<file path="config.mk">
export PLATFORM = sky130hd
export DESIGN_NAME = bubble_sort_ctrl
export DESIGN_NICKNAME = d
export VERILOG_FILES = /design/src/rtl/bubble_sort_ctrl.sv
export SDC_FILE = /design/constraint.sdc
export NUM_CORES = 1
export LEC_CHECK = 0
export ABC_AREA = 0
export CORE_MARGIN = 1
export CORE_UTILIZATION = 46
export CTS_CLUSTER_SIZE = 14
export DETAILED_ROUTE_END_ITERATION = 12
export GPL_ROUTABILITY_DRIVEN = 0
export SLEW_MARGIN = 20
export SYNTH_ARGS = -nofsm -noshare
export SYNTH_HDL_FRONTEND = slang
export SYNTH_SLANG_ARGS = --single-unit
</file>
<file path="constraint.sdc">
create_clock -name clk_i -period 11 [get_ports clk_i]
set_input_delay 2.2 -clock clk_i [delete_from_list [all_inputs] [get_ports clk_i]]
set_output_delay 2.2 -clock clk_i [all_outputs]
set_load 0.03 [all_outputs]
</file>
<file path="src/rtl/bubble_sort_ctrl.sv">
// Sequential bubble sort: serial load, one compare-exchange per cycle, serial unload.
// Optional macro BUBBLE_EARLY_EXIT_EN ends SORT after the first pass with no swaps.
module bubble_sort_ctrl #(
  parameter int WIDTH = 8,
  parameter int DEPTH = 4,
  localparam int IW  = (DEPTH > 1) ? $clog2(DEPTH) : 1,
  localparam int SCW = $clog2(DEPTH * (DEPTH - 1) / 2 + 1)
) (
  input  logic             clk_i,
  input  logic             rst_ni,
  input  logic             en_i,
  input  logic             in_valid_i,
  output logic             in_ready_o,
  input  logic [WIDTH-1:0] in_data_i,
  output logic             out_valid_o,
  input  logic             out_ready_i,
  output logic [WIDTH-1:0] out_data_o,
  output logic             out_last_o,
  output logic             busy_o,
  output logic [SCW-1:0]   swap_count_o
);

  typedef enum logic [1:0] {LOAD = 2'd0, SORT = 2'd1, UNLOAD = 2'd2} state_t;

  state_t           state_q, state_d;
  logic [IW-1:0]    wr_q, wr_d, rd_q, rd_d, p_q, p_d, i_q, i_d;
  logic [SCW-1:0]   sc_q, sc_d;
  logic [WIDTH-1:0] bank_q [DEPTH];
  logic [WIDTH-1:0] bank_d [DEPTH];

  logic [IW-1:0]    i_nxt;
  logic             load_last, do_swap, pass_end, last_pass, rd_last, sort_done;

  assign i_nxt     = i_q + IW'(1);
  assign load_last = (int'(wr_q) == DEPTH - 1);
  assign do_swap   = (bank_q[i_q] > bank_q[i_nxt]);
  assign pass_end  = (int'(i_q) == DEPTH - 2 - int'(p_q));
  assign last_pass = (int'(p_q) == DEPTH - 2);
  assign rd_last   = (int'(rd_q) == DEPTH - 1);

`ifdef BUBBLE_EARLY_EXIT_EN
  logic swapped_q, swapped_d;
  // A pass that finishes without any exchange proves the bank is ordered.
  assign sort_done = pass_end && (last_pass || !(swapped_q || do_swap));
`else
  assign sort_done = pass_end && last_pass;
`endif

  always_ff @(posedge clk_i or negedge rst_ni) begin
    if (!rst_ni) state_q <= LOAD;
    else         state_q <= state_d;
  end

  always_comb begin
    state_d = state_q;
    if (en_i) begin
      case (state_q)
        LOAD:    if (in_valid_i && load_last) state_d = SORT;
        SORT:    if (sort_done) state_d = UNLOAD;
        UNLOAD:  if (out_ready_i && rd_last) state_d = LOAD;
        default: state_d = LOAD;
      endcase
    end
  end

  always_comb begin
    in_ready_o   = en_i && (state_q == LOAD);
    out_valid_o  = en_i && (state_q == UNLOAD);
    out_last_o   = (state_q == UNLOAD) && rd_last;
    busy_o       = (state_q == SORT);
    out_data_o   = bank_q[rd_q];
    swap_count_o = sc_q;
  end

  always_comb begin
    bank_d = bank_q;
    wr_d   = wr_q;
    rd_d   = rd_q;
    p_d    = p_q;
    i_d    = i_q;
    sc_d   = sc_q;
`ifdef BUBBLE_EARLY_EXIT_EN
    swapped_d = swapped_q;
`endif
    if (en_i) begin
      case (state_q)
        LOAD: if (in_valid_i) begin
          bank_d[wr_q] = in_data_i;
          if (load_last) begin
            wr_d = '0;
            p_d  = '0;
            i_d  = '0;
            sc_d = '0;
`ifdef BUBBLE_EARLY_EXIT_EN
            swapped_d = 1'b0;
`endif
          end else begin
            wr_d = wr_q + IW'(1);
          end
        end
        SORT: begin
          if (do_swap) begin
            bank_d[i_q]   = bank_q[i_nxt];
            bank_d[i_nxt] = bank_q[i_q];
            sc_d          = sc_q + SCW'(1);
          end
          if (pass_end) begin
            i_d = '0;
            p_d = p_q + IW'(1);
          end else begin
            i_d = i_nxt;
          end
`ifdef BUBBLE_EARLY_EXIT_EN
          swapped_d = pass_end ? 1'b0 : (swapped_q || do_swap);
`endif
        end
        UNLOAD: if (out_ready_i) rd_d = rd_last ? '0 : rd_q + IW'(1);
        default: ;
      endcase
    end
  end

  always_ff @(posedge clk_i or negedge rst_ni) begin
    if (!rst_ni) begin
      for (int k = 0; k < DEPTH; k++) bank_q[k] <= '0;
      wr_q <= '0;
      rd_q <= '0;
      p_q  <= '0;
      i_q  <= '0;
      sc_q <= '0;
`ifdef BUBBLE_EARLY_EXIT_EN
      swapped_q <= 1'b0;
`endif
    end else begin
      bank_q <= bank_d;
      wr_q   <= wr_d;
      rd_q   <= rd_d;
      p_q    <= p_d;
      i_q    <= i_d;
      sc_q   <= sc_d;
`ifdef BUBBLE_EARLY_EXIT_EN
      swapped_q <= swapped_d;
`endif
    end
  end

endmodule

</file>
==> results of run 1 <==
[cells by family after synthesis]
kind of cell	share of synthesized area
flops	0.2882
mux	0.2488
buf+inv	0.04899
compound gates	0.1934
fa+ha+maj	0.07044
xor+xnor	0.004484
simple gates	0.1457
[state kept, by name, summed over array words and instances (netlist names)]
name / count
bank_q: 32
swap_count_o: 3
i_q: 2
p_q: 2
rd_q: 2
state_q: 2
wr_q: 2
[per-stage QoR]
| step | hold slack [ns] | worst slack, ns | power (mW) | instances | cell area [um^2] |
|---|---|---|---|---|---|
| after floorplan | 0.4781 | 5.744 | 0.9957 | 399 | 3908 |
| after global placement | 0.5073 | 5.015 | 1.236 | 502 | 4195 |
| after detailed placement | 0.5259 | 4.972 | 1.244 | 502 | 4195 |
| after CTS | 0.5472 | 4.952 | 1.401 | 510 | 4329 |
| after global routing | 0.5873 | 4.883 | 1.497 | 510 | 4332 |
| final | 0.5558 | 4.973 | 1.414 | 510 | 4332 |
[final timing paths]
check	from	cells past startpoint	slack [ns]	end
min in group asynchronous	rst_ni	1	1.88	bank_q[4]
max in group asynchronous	rst_ni	1	8.72	bank_q[23]
min	swap_count_o[1]	2	0.56	swap_count_o[1]
max reg2reg	i_q[0]	11	6.35	bank_q[5]
max	en_i	4	4.97	out_valid_o
min reg2reg	swap_count_o[1]	2	0.56	swap_count_o[1]
[worst max-delay path, cell delays in order]
cell	delay, ns
clkdlybuf4s50_1	0.52
inv_1	0.10
nor3b_1	0.27
clkdlybuf4s50_1	0.73
[cell type report]
type	count	area share
multi-input cells	306	0.5979
flip-flops and latches	45	0.2600
repair buffers	30	0.06701
well taps	105	0.03033
clock buffers	5	0.01589
clock inverters	3	0.01502
inverters	16	0.01386
[routing by layer]
layer,routed length (um),part of all wire,GRT usage,vias up
met4,335,0.029,0.1103,0
met2,5035,0.44,0.3992,165
li1,-,-,-,1549
met1,5302,0.46,0.3863,1693
met5,0,0,0,-
met3,857,0.074,0.04450,32
[cells in the final DEF, fill, tap and decap left out, types with 11 or more instances in the layout]
| master | instances |
|---|---|
| nand2_1 | 22 |
| o221ai_1 | 32 |
| nor2_1 | 11 |
| clkdlybuf4s50_1 | 26 |
| mux2_2 | 57 |
| dfrtp_1 | 45 |
| nand3_1 | 37 |
| ha_1 | 22 |
| mux2i_1 | 15 |
| inv_1 | 15 |
| a22oi_1 | 32 |
| o21ai_0 | 17 |
[power groups by stage]
stage	Sequential [mW]	Combinational [mW]	Clock [mW]
final	0.285	0.976	0.153
after global placement	0.285	0.952	0
after CTS	0.285	0.960	0.157
after detailed placement	0.289	0.955	0
after floorplan	0.271	0.725	0
after global routing	0.296	1.04	0.163
==> results.tsv, run 1 <==
stage	metric	value	unit
grt	grt-ovfl-total	0	
clock_network	numCtsBuffers	5	
die	rows	33	
grt	antenna_found_initial	0	
die	core	0.008217	mm^2
timing	relSlewSlack	0.3718	
critical_path	arrival	3.83	ns
power_and_ir_drop	p_leak	1.780	nW
die	fp.dieW	94.17	um
routing	dr.pass1.iters	7	
die	num_io_pins	28	
logic_synthesis	synth_most_common_cell	mux2_2	
routing	vias	3439	
power_and_ir_drop	power_frac_seq	0.201	
critical_path	crit_path_max_fanout	5	
clock_network	cts_sinks	45	
timing	finalCriticalPeriod	6.027	ns
logic_synthesis	synthTopCellsByCount	mux2_2, dfrtp_1, nand3_1	
clock_network	cts.repair.resized	0	
critical_path	end_kind	output pin	
die	die_y	94.17	um
cells_and_area	drive_above_1_share	0.2123	
job	cap_violations	0	
grt	grt_util_all_layers	0.2699	
routing	vias_per_cell	6.743	
critical_path	worst-setup-path-type	input port to output pin	
timing	tightest_slew	0.9423	ns
cells_and_area	multiInputGateArea	0.002590	mm^2
critical_path	start_kind	input port	
cells_and_area	area_growth_syn_to_layout	10.85	%
place	dpl.hpwl	7380	um
logic_synthesis	synth_cells	399	
power_and_ir_drop	power.density	326.4	mW/mm^2
routing	drc	0	
timing	finClkSkew	0.01105	ns
logic_synthesis	ys_seq_area_frac	0.2882	
clock_network	clkLatencyLatePin	0.31	ns
clock_network	ctsHoldBuffers	0	
power_and_ir_drop	swShare	0.5162	
logic_synthesis	synth_warnings	0	
hold_path	hp-class	flop to flop	
clock_network	h-tree-depth	2	
logic_synthesis	yosys-top-cells-area	dfrtp_1, mux2_2, o221ai_1, ha_1, a22oi_1	
power_and_ir_drop	combPwrFrac	0.691	
cells_and_area	nets	439	
logic_synthesis	async_flop_share	1.000	
place	port_buffers	27	
grt	grt_max_degree	46	
routing	drtIter0Drc	269	
clock_network	cts-root-buf	clkbuf_8	
routing	antenna_left	0	
timing	grt_setup_unrepaired	no	
logic_synthesis	synth_seq_cells	45	
routing	routed_wl	11530	um
logic_synthesis	synth_top_area_cell	dfrtp_1	
logic_synthesis	synth_edf_count	0	
cells_and_area	final-seq-area	0.001126	mm^2
die	die_area	0.008867	mm^2
cells_and_area	fill_cells	755	
clock_network	clock_path_buffers	2	
timing	max_freq	165.9	MHz
routing	wl_per_cell	22.61	um
logic_synthesis	synth_ff_type	dfrtp_1	
outcome	status	finished clean	
timing	setup_viol	0	
logic_synthesis	synth_top_cell_area_share	0.2882	
critical_path	worstPathRequired	8.80	ns
logic_synthesis	synth.net_count	434	
grt	grt_pass1_vias	3253	
logic_synthesis	syn_avg_cell_area	9.793	um^2
clock_network	clk_pin_slew	0.10	ns
cells_and_area	utilization	0.5272	
timing	hold_viol	0	
logic_synthesis	synthDistinctLibCells	40	
die	initial_utilization	0.4756	
clock_network	cts_tree	built	
timing	fin_tns_setup	0	ns
power_and_ir_drop	cell_internal_pwr	684.0	uW
power_and_ir_drop	max-vdd-ir-drop	0.1635	mV
timing	finalMaxSlewViolations	0	
cells_and_area	antenna_cells	0	
power_and_ir_drop	pwr-share-clk	0.108	
power_and_ir_drop	p_sw	729.8	uW
clock_network	postCtsSetupBuffers	0	
logic_synthesis	syn_area	0.003907	mm^2
grt	grt_first_pass_wirelength	17900	um
timing	fin_crit_sh	0.5479	
(Power assumes the default switching activity.)
==> run 2: changes to the inputs <==
==> constraint.sdc (replaced) <==
create_clock -name clk_i -period 6.3 [get_ports clk_i]
set_input_delay 1.26 -clock clk_i [delete_from_list [all_inputs] [get_ports clk_i]]
set_output_delay 1.26 -clock clk_i [all_outputs]
set_load 0.03 [all_outputs]
==> run 2 against run 1 <==
  * First-iteration DRC count shrank 21%
  * Die area is the same
  * Global-route usage grew 2.0 points
  * Routed wire length grew 5.2%
  * Sequential cell count is the same
  * Combinational power grew 76%
  * Worst setup slack lost 3.4 ns
  * Critical path type is now flop to flop
  * Largest power group unchanged
==> results.tsv, run 2 (synthesis results as in run 1) <==
stage	metric	value	unit
die	fp.dieW	94.17	um
critical_path	worst-setup-path-type	flop to flop	
clock_network	numCtsBuffers	5	
critical_path	arrival	4.86	ns
routing	drc	0	
grt	grt-ovfl-total	0	
die	die_area	0.008867	mm^2
hold_path	hp-class	flop to flop	
routing	dr.pass1.iters	5	
grt	grt_pass1_vias	3448	
timing	finalCriticalPeriod	4.684	ns
clock_network	cts_sinks	45	
routing	routed_wl	12130	um
grt	antenna_found_initial	0	
clock_network	h-tree-depth	2	
critical_path	start_kind	flop	
place	dp.cells	503	
timing	fin_tns_setup	0	ns
die	num_io_pins	28	
die	initial_utilization	0.4756	
timing	relSlewSlack	0.3021	
clock_network	postCtsSetupBuffers	0	
critical_path	startpoint	i_q[0]	
cells_and_area	drive_above_1_share	0.2099	
die	die_y	94.17	um
routing	antenna_left	0	
cells_and_area	utilization	0.5235	
timing	max_freq	213.5	MHz
grt	grt_max_degree	43	
power_and_ir_drop	p_leak	1.764	nW
cells_and_area	antenna_cells	0	
timing	grt_setup_unrepaired	no	
timing	finClkSkew	0.009240	ns
cells_and_area	final_cell_mix	mux2_2, dfrtp_1, nand3_1, a22oi_1, o221ai_1	
power_and_ir_drop	max-vdd-ir-drop	0.3361	mV
cells_and_area	largest_register_ffs	32	
timing	hold_viol	0	
timing	setup_viol	0	
cells_and_area	final-seq-area	0.001126	mm^2
critical_path	crit_path_max_fanout	17	
clock_network	cts.repair.resized	0	
grt	grt_first_pass_wirelength	19000	um
timing	finalMaxSlewViolations	0	
critical_path	worstPathRequired	6.48	ns
routing	vias	3467	
timing	hold-worst-slack	0.5365	ns
clock_network	cts-root-buf	clkbuf_8	
cells_and_area	fill_cells	771	
critical_path	end_kind	flop	
die	core	0.008217	mm^2
routing	wl_per_cell	23.78	um
timing	tightest_slew	1.047	ns
outcome	status	finished clean	
place	dpl.hpwl	7789	um
power_and_ir_drop	total_power	2.414	mW
cells_and_area	regMostFlops	bank_q	
clock_network	ctsHoldBuffers	0	
cells_and_area	area_growth_syn_to_layout	10.09	%
clock_network	cts_tree	built	
grt	grt_util_all_layers	0.2901	
hold_path	worstHoldStart	p_q[1]	
job	cap_violations	0	
clock_network	clk_pin_slew	0.09	ns
cells_and_area	finalNonFillerCells	510	
clock_network	clkLatencyLatePin	0.30	ns
routing	vias_per_cell	6.798	
cells_and_area	layout_commonest_cell	mux2_2	
critical_path	rr_startpoint	i_q[0]	
die	rows	33	
cells_and_area	nets	440	
timing	fin_crit_sh	0.7435	
place	port_buffers	27	
routing	drtIter0Drc	212	
cells_and_area	multiInputGateArea	0.002590	mm^2
clock_network	clock_path_buffers	2	
power_and_ir_drop	power.density	561.2	mW/mm^2
-- run 2: cell count changes in the layout (fill, tap and decap cells not counted) --
cell	delta
bufinv_16	-2
buf_12	+1
buf_2	+1
buf_4	-1
clkbuf_1	+1
clkbuf_8	+1
clkinv_2	-1
-- run 2: routing by layer --
metal  global-route usage  vias up  share of wire
li1                     -     1555              -
met2               0.4565      186           0.46
met5                    0        -              0
met4               0.1115        0          0.031
met1               0.3845     1687           0.43
met3              0.06553       39          0.081
-- run 2: stage by stage --
stage | worst slack, ns | cell area (um^2)
after floorplan | 2.166 | 3908
after detailed placement | 1.752 | 4215
after CTS | 1.718 | 4302
after global placement | 1.795 | 4195
final | 1.616 | 4302
after global routing | 1.460 | 4302
-- run 2: cell type report --
class / instances / area share
clock buffer: 7 / 0.02007
tap: 105 / 0.03054
inverter: 16 / 0.01396
multi-input combinational: 306 / 0.6021
timing repair buffer: 31 / 0.07155
sequential: 45 / 0.2618
-- run 2: worst max-delay path, cell delays in order (launching register included) --
cell,delay [ns]
dfrtp_1,0.67
clkinv_1,0.17
ha_1,0.83
mux2_2,0.46
mux2i_1,0.18
ha_1,0.28
nand4_1,0.13
nor2_1,0.09
a211oi_2,0.27
nor3b_4,0.15
a2111oi_4,0.91
mux2_2,0.43
-- run 2: path summary, 6_finish.rpt --
kind,to,slack (ns),cells after the start
max in group asynchronous,bank_q[15],4.85,2
worst min register to register,p_q[1],0.54,2
worst max-delay path,bank_q[5],1.62,11
worst max register to register,bank_q[5],1.62,11
min in group asynchronous,bank_q[20],0.92,1
worst min-delay path,p_q[1],0.54,2
-- run 2: where the power goes --
part / leakage (nW) / internal, mW / switching (mW)
registers: 0.599 / 0.386 / 0.120
logic: 1.12 / 0.656 / 1.06
clock network: 0.0443 / 0.0874 / 0.100
==> run 3: changes to the inputs <==
--- a/config.mk
+++ b/config.mk
@@ -11,6 +11,7 @@
 export CTS_CLUSTER_SIZE = 14
 export DETAILED_ROUTE_END_ITERATION = 12
 export GPL_ROUTABILITY_DRIVEN = 0
+export PLACE_DENSITY = 0.67
 export SLEW_MARGIN = 20
 export SYNTH_ARGS = -nofsm -noshare
 export SYNTH_HDL_FRONTEND = slang
==> constraint.sdc (replaced) <==
create_clock -name clk_i -period 4 [get_ports clk_i]
set_input_delay 0.8 -clock clk_i [delete_from_list [all_inputs] [get_ports clk_i]]
set_output_delay 0.8 -clock clk_i [all_outputs]
set_load 0.03 [all_outputs]
==> run 3 against run 2 <==
  * Routed wire length is 2.0% lower
  * Non-clock buffer count up 15
  * Global-route usage fell by 0.71 points
  * Hold slack got worse by 0.036 ns
  * Clock power is 77% higher
  * Critical path depth is 1 higher
  * Clock-buffer cell count unchanged
  * Total power is 65% higher
  * Sequential cell count did not move
  * Combinational power up 68%
==> results.tsv, run 3 (synthesis results as in run 1) <==
stage	metric	value	unit
job	cap_violations	0	
critical_path	rr_startpoint	i_q[0]	
power_and_ir_drop	max-vdd-ir-drop	0.4624	mV
routing	antenna_left	0	
timing	max_freq	269.9	MHz
cells_and_area	final-seq-area	0.001126	mm^2
grt	grt_util_all_layers	0.2830	
cells_and_area	fin_area	0.004419	mm^2
clock_network	postCtsSetupBuffers	0	
clock_network	cts_tree	built	
timing	hold_viol	0	
die	rows	33	
place	port_buffers	27	
grt	grt_pass1_vias	3484	
cells_and_area	final_cell_mix	mux2_2, dfrtp_1, nand3_1, a22oi_1, o221ai_1	
power_and_ir_drop	swShare	0.5183	
critical_path	worstPathRequired	4.20	ns
die	fp.dieW	94.17	um
cells_and_area	multiInputGateArea	0.002590	mm^2
routing	dr.pass1.iters	5	
cells_and_area	nets	455	
grt	antenna_found_initial	0	
place	dpl.hpwl	7762	um
clock_network	clock_path_buffers	2	
critical_path	critPathMaxStageDelay	0.71	ns
grt	grt-ovfl-total	0	
timing	finalMaxSlewViolations	0	
clock_network	ctsHoldBuffers	0	
power_and_ir_drop	cell_internal_pwr	1.922	mW
timing	relSlewSlack	0.3340	
clock_network	cts-root-buf	clkbuf_8	
grt	grt_max_degree	46	
hold_path	hp-class	input port to async pin	
timing	finClkSkew	0.005385	ns
cells_and_area	fill_cells	742	
die	core	0.008217	mm^2
critical_path	worst-setup-path-type	flop to flop	
die	die_area	0.008867	mm^2
timing	setup_viol	0	
cells_and_area	antenna_cells	0	
power_and_ir_drop	total_power	3.991	mW
critical_path	crit_chain	clkinv_1 > ha_1 > buf_4 > mux2_2 > mux2i_1 > ha_1 > nand4_1 > nor2_1 > a211oi_2 > nor3b_4 > a2111oi_4 > mux2_2	
power_and_ir_drop	pwr-share-clk	0.083	
timing	grt_setup_unrepaired	no	
routing	routed_wl	11890	um
power_and_ir_drop	combPwrFrac	0.723	
outcome	status	finished clean	
critical_path	startpoint	i_q[0]	
clock_network	clk_pin_slew	0.10	ns
timing	finalCriticalPeriod	3.705	ns
timing	fin_crit_sh	0.9263	
critical_path	worst-path-buf-inv	2	
clock_network	cts_sinks	45	
cells_and_area	utilization	0.5378	
clock_network	cts.repair.resized	0	
routing	vias_per_cell	6.840	
clock_network	clkLatencyLatePin	0.31	ns
critical_path	crit_path_max_fanout	9	
routing	wl_per_cell	22.61	um
die	num_io_pins	28	
cells_and_area	layout_commonest_cell	mux2_2	
cells_and_area	largest_register_ffs	32	
die	initial_utilization	0.4756	
timing	tightest_slew	0.9969	ns
cells_and_area	regMostFlops	bank_q	
power_and_ir_drop	power_frac_seq	0.194	
clock_network	h-tree-depth	2	
clock_network	numCtsBuffers	5	
critical_path	crit_slowest_cell	a2111oi_4	
critical_path	path_delay_family	compound AO/OA/AOI/OAI gates	
routing	vias	3598	
routing	drtIter0Drc	328	
critical_path	start_kind	flop	
cells_and_area	area_growth_syn_to_layout	13.10	%
power_and_ir_drop	power.density	903.1	mW/mm^2
power_and_ir_drop	p_leak	1.844	nW
power_and_ir_drop	p_sw	2.069	mW
critical_path	arrival	3.91	ns
grt	grt_first_pass_wirelength	18940	um
routing	drc	0	
die	die_y	94.17	um
place	place_area	0.004315	mm^2
timing	fin_tns_setup	0	ns
critical_path	end_kind	flop	
cells_and_area	drive_above_1_share	0.2423	
run 3: cell types whose count changed in the layout (fill, tap and decap cells not counted), sizes merged:
| cell | before | now |
|---|---|---|
| buf | 5 | 20 |
| clkinv | 1 | 2 |
run 3: layout make-up:
class	instances	share of cell area
Multi-Input combinational cell	306	0.5861
Sequential cell	45	0.2548
Timing Repair Buffer	46	0.09287
Tap cell	105	0.02973
Clock buffer	7	0.02180
Inverter	16	0.01359
Clock inverter	1	0.001133
run 3: power groups by stage:
stage          registers (mW)  logic (mW)  clock network, mW
5_1_grt                 0.802        3.07              0.359
6_report                0.773        2.89              0.333
3_5_place_dp            0.780        2.81                  0
4_1_cts                 0.771        2.82              0.337
2_1_floorplan           0.745        2.00                  0
3_3_place_gp            0.773        2.78                  0
run 3: worst paths after layout:
check / slack [ns] / to / depth (start not counted)
setup reg to reg: 0.29 / bank_q[4] / 12
setup / recovery: 0.29 / bank_q[4] / 12
max in group asynchronous: 3.10 / bank_q[8] / 1
hold / removal: 0.50 / bank_q[10] / 1
hold reg to reg: 0.55 / p_q[1] / 2
min in group clk_i: 0.55 / p_q[1] / 2
run 3: per-layer routing:
metal	global-route usage	vias to the layer above	share of wire
li1	-	1588	-
met1	0.3958	1739	0.42
met2	0.4203	218	0.45
met3	0.03479	53	0.083
met4	0.1551	0	0.049
met5	0	-	0
run 3: stage by stage:
stage               std cells  setup slack, ns  hold slack (ns)
floorplan                 399          0.01367           0.4781
global placement          518           0.5084           0.5091
detailed placement        518           0.3777           0.5250
CTS                       526           0.3521           0.5466
global route              526           0.1233           0.5461
finish                    526           0.2947           0.5002
